$ cat src/rtl/mux2_rr_arbiter.sv
// Two-requester round-robin, packet-locked arbiter feeding a one-entry output register.
// The owner keeps the channel until a beat with last=1 transfers; ties go to the
// requester that was not served most recently.
module mux2_rr_arbiter #(
  parameter int unsigned WIDTH = 8,
  parameter int unsigned CNT_W = 16
) (
  input  logic             clk,
  input  logic             rst_n,
  input  logic             a_valid,
  input  logic [WIDTH-1:0] a_data,
  input  logic             a_last,
  output logic             a_ready,
  input  logic             b_valid,
  input  logic [WIDTH-1:0] b_data,
  input  logic             b_last,
  output logic             b_ready,
  output logic             y_valid,
  output logic [WIDTH-1:0] y_data,
  output logic             y_last,
  input  logic             y_ready,
  output logic             sel,
  output logic             busy,
  output logic [CNT_W-1:0] pkt_cnt_a,
  output logic [CNT_W-1:0] pkt_cnt_b
);

  typedef enum logic [1:0] {
    IDLE  = 2'd0,
    OWN_A = 2'd1,
    OWN_B = 2'd2
  } state_t;

  state_t state_q, state_d;
  logic   last_served_q;   // 0 = A served last, 1 = B served last
  logic   load_ok_c;
  logic   a_xfer_c, b_xfer_c;
  logic   a_eop_c, b_eop_c;

  // Output register can accept a beat when empty or draining this cycle
  assign load_ok_c = !y_valid || y_ready;
  assign a_xfer_c  = a_valid && a_ready;
  assign b_xfer_c  = b_valid && b_ready;
  assign a_eop_c   = a_xfer_c && a_last;
  assign b_eop_c   = b_xfer_c && b_last;

  // Next-state arbitration and owner ready generation
  always_comb begin
    state_d = state_q;
    a_ready = 1'b0;
    b_ready = 1'b0;
    case (state_q)
      IDLE: begin
        if (a_valid && b_valid) state_d = last_served_q ? OWN_A : OWN_B;
        else if (a_valid)       state_d = OWN_A;
        else if (b_valid)       state_d = OWN_B;
      end
      OWN_A: begin
        a_ready = load_ok_c;
        if (a_valid && load_ok_c && a_last) state_d = IDLE;
      end
      OWN_B: begin
        b_ready = load_ok_c;
        if (b_valid && load_ok_c && b_last) state_d = IDLE;
      end
      default: state_d = IDLE;
    endcase
  end

  // State register with owner bookkeeping (sel, busy, last_served)
  always_ff @(posedge clk or negedge rst_n) begin
    if (!rst_n) begin
      state_q       <= IDLE;
      last_served_q <= 1'b1;
      sel           <= 1'b0;
      busy          <= 1'b0;
    end else begin
      state_q <= state_d;
      busy    <= (state_d != IDLE);
      if (state_d == OWN_A)      sel <= 1'b0;
      else if (state_d == OWN_B) sel <= 1'b1;
      if (a_eop_c)      last_served_q <= 1'b0;
      else if (b_eop_c) last_served_q <= 1'b1;
    end
  end

  // One-entry output register: load from owner, clear on drain without reload
  always_ff @(posedge clk or negedge rst_n) begin
    if (!rst_n) begin
      y_valid <= 1'b0;
      y_data  <= '0;
      y_last  <= 1'b0;
    end else if (a_xfer_c) begin
      y_valid <= 1'b1;
      y_data  <= a_data;
      y_last  <= a_last;
    end else if (b_xfer_c) begin
      y_valid <= 1'b1;
      y_data  <= b_data;
      y_last  <= b_last;
    end else if (y_valid && y_ready) begin
      y_valid <= 1'b0;
    end
  end

  // Completed-packet counters, wrapping naturally at 2^CNT_W
  always_ff @(posedge clk or negedge rst_n) begin
    if (!rst_n) begin
      pkt_cnt_a <= '0;
      pkt_cnt_b <= '0;
    end else begin
      if (a_eop_c) pkt_cnt_a <= pkt_cnt_a + CNT_W'(1);
      if (b_eop_c) pkt_cnt_b <= pkt_cnt_b + CNT_W'(1);
    end
  end

endmodule

$ cat config.mk
export PLATFORM = sky130hd
export DESIGN_NAME = mux2_rr_arbiter
export DESIGN_NICKNAME = d
export VERILOG_FILES = /design/src/rtl/mux2_rr_arbiter.sv
export SDC_FILE = /design/constraint.sdc
export NUM_CORES = 1
export LEC_CHECK = 0
export BUFFER_PORTS_ARGS = -buffer_cell sky130_fd_sc_hd__buf_2
export CORE_MARGIN = 5
export CORE_UTILIZATION = 40
export CTS_CLUSTER_DIAMETER = 80
export DETAILED_ROUTE_END_ITERATION = 8
export SYNTH_ARGS = -nofsm -noshare
export SYNTH_HDL_FRONTEND = slang
export SYNTH_SLANG_ARGS = --single-unit
$ cat constraint.sdc
create_clock -name clk -period 1.9 [get_ports clk]
set_input_delay 0.19 -clock clk [delete_from_list [all_inputs] [get_ports clk]]
set_output_delay 0.19 -clock clk [all_outputs]
set_load 0.01 [all_outputs]
==> results.md <==
- Mapped Cells: 196
- H-tree levels: 2
- Drt pass-1 iters: 4
- Pwr dens: 1140 nW/um2
- Final net count: 300
- Worst Path Required: 2.12 ns
- Post-CTS Setup Bufs: 0
- Root Buffer: clkbuf_8
- Crit path kind: reg -> reg
- Finished Layout Cells: 346
- Die height: 84.4 um
- Final ANT Viol Nets: 0
- Critical path buffer and inverter count: 0
- DRC errors left: 0
- CTS max path bufs: 2
- Die Footprint: 7130 um2
- Tot GR Track Use: 13.9%
- Most frequent cells in the layout: buf_2, dfrtp_1, xnor2_1
- Top delay family on crit path: simple AND/OR/NAND/NOR gates
- Crit start category: flip-flop
- XOR/XNOR share of the synthesized area: 11.9%
- Initial Utilization: 40.7%
- Fmax: 0.601 GHz
- Post-synthesis mux area share: 5.08%
- Synth Net Count: 223
- Final Wtd Congestion: 0.776
- Synth Warn #: 0
- Met2 usage: 22.4%
- Adder-Cell Fraction of Synth Area: 2.26%
- Final core utilization: 51.5%
- Grt met1 use: 17.9%
- Crit-path cells: nor2b_4, nor2_1, a211o_1, ha_1, mux2i_1
- Post-synth top flop: dfrtp_1
- Post-Syn Area per Cell: 11.3 um2
- Most common cell after layout, fill and taps aside: buf_2
- Ys async rst share: 100%
- Worst slew pin tran: 0.540 ns
- Clock skew: 0.00745 ns
- Overall routed net length: 4.53 mm
- Largest net degree at the start of global routing: 26
- CTS Buf Count: 5
- Fillers: 526
- TritonCTS clock tree: done
- Sequential area share after synthesis: 53.2%
- Core area: 5440 um2
- Highest-delay cell along the critical path: dfrtp_1
- Largest family of logic cells by synthesized area: simple AND/OR/NAND/NOR gates
- Post-DP HPWL: 3.44 mm
- RSZ-0062 raised after global routing: false
- Row cnt: 27
- Compound-Gate Fraction of Synth Area: 3.84%
- Clock sink count: 47
- Cell count after placement: 337
- Number of global-route vias before repair: 1746
- GRT overflow: 0
- Die width: 84.4 um
- Fin. Hold Viols: 0
- Per-cell routed wire length: 13.1 um
- CP Capture Type: flip-flop
- Synth-to-Final Area Change: 26.4%
- Fin Setup TNS: 0 ns
- Period minus WS final: 1.66 ns
- Yosys cell types: 33
- Status: finished clean
- Crit Path Max Fanout: 10
- Simple-gate share of the synthesized area: 21.5%
- Initial antenna violation count: 0
- Slew HR: 64.0%
- Vias: 1676
- Fin crit share: 87.6%
- Leak Pwr: 1.41 nW
- Post-Syn Area: 2210 um2
- Clock latency on the worst-skew pair: 0.30 ns
- Final Setup Violations: 0
- Clock-pin slew on the worst setup and hold paths: 0.09 ns
- Met3 usage: 4.81%
- EDFF count, synth: 0
- Max stage delay on crit path: 0.37 ns
- Port bufs: 68
- Top-level I/O count: 69
- First DRT Iteration DRCs: 33
- Maxcap violations: 0
- Avg Vias per Cell: 4.84
- Ratio of cells with drive above 1 in the final layout: 33.9%
- FF+latch count, synth: 47
- Power, Total: 3.19 mW
- First-pass GRT wire length: 8.11 mm
- Worst min path class: in -> reg
- Worst EP arrival: 1.89 ns
- Final Slew Violations: 0
- Maximum vdd drop: 0.000562 V
- Grt peak-use layer: met2
- N_diodes: 0
-- synthesized netlist by cell type (all sizes together), types with 5 or more instances --
| master | number | share of area (%) |
|---|---|---|
| xor2 | 9 | 3.6 |
| and4 | 5 | 2.0 |
| inv | 7 | 1.2 |
| xnor2 | 21 | 8.3 |
| nor2 | 16 | 2.7 |
| nand3 | 10 | 2.3 |
| dfrtp | 46 | 52 |
| a21oi | 12 | 2.9 |
| nor3 | 7 | 2.3 |
| mux2i | 9 | 4.1 |
| nand4 | 9 | 2.5 |
| nand2 | 12 | 2.0 |
-- layout make-up --
class / instances / area (um2) / share of cell area [%]
well taps: 72 / 90.1 / 3.22
clock buffers: 6 / 82.6 / 2.95
clock inverters: 2 / 35.0 / 1.25
flip-flops and latches: 47 / 1180 / 42.1
repair buffers: 74 / 400 / 14.3
multi-input cells: 138 / 987 / 35.3
inverters: 7 / 26.3 / 0.939
-- state kept, by name, summed over array words and instances, names as in the netlist --
signal / flops
pkt_cnt_a: 16
pkt_cnt_b: 16
y_data: 8
state_q: 2
busy: 1
last_served_q: 1
sel: 1
y_last: 1
y_valid: 1
-- metal layers --
metal  vias up  routed length, um
met5         -                  0
met4         0                 65
met3         6                328
met2        47               2060
met1       790               2080
li1        833                  -
-- cells by family after synthesis --
kind of cell	count (synthesis)
AO/OA/AOI/OAI	15
XOR/XNOR	30
adder cells (fa/ha/maj)	4
buffers and inverters	11
flip-flops	47
multiplexers	11
AND/OR/NAND/NOR	78
-- repair_timing --
action / 4_1_cts / 5_1_grt
hold buffers: 1 / 0
gates resized for setup: 0 / 0
hold endpoints to repair: 21 / 0
-- stage by stage --
step / hold slack [ns] / setup slack [ns] / instance area (um2)
3_3_place_gp: 0.211 / 0.294 / 2670
2_1_floorplan: -0.106 / 0.277 / 2210
4_1_cts: 0.172 / 0.200 / 2800
6_report: 0.179 / 0.236 / 2800
5_1_grt: 0.184 / 0.159 / 2800
3_5_place_dp: 0.215 / 0.203 / 2670
-- power by group --
part | total (mW) | switching [mW] | internal, mW
clock | 0.754 | 0.328 | 0.426
sequential | 1.43 | 0.193 | 1.23
combinational | 1.01 | 0.550 | 0.459
-- path summary, 6_finish.rpt --
check	slack, ns	endpoint	depth (start not counted)	start
worst max-delay path	0.24	sel	5	y_valid
worst min-delay path	0.18	y_data[4]	3	a_data[4]
worst max register to register	0.24	sel	5	y_valid
worst min register to register	0.47	pkt_cnt_b[15]	1	pkt_cnt_b[15]
max in group asynchronous	0.98	pkt_cnt_a[15]	3	rst_n
min in group asynchronous	0.40	busy	2	rst_n
-- worst reg2reg max path: stages (launching register included) --
cell     delay [ns]
dfrtp_1        0.37
nor2b_4        0.31
nor2_1         0.09
a211o_1        0.33
ha_1           0.30
mux2i_1        0.19
Note: power is estimated with default switching activity, not from simulation.
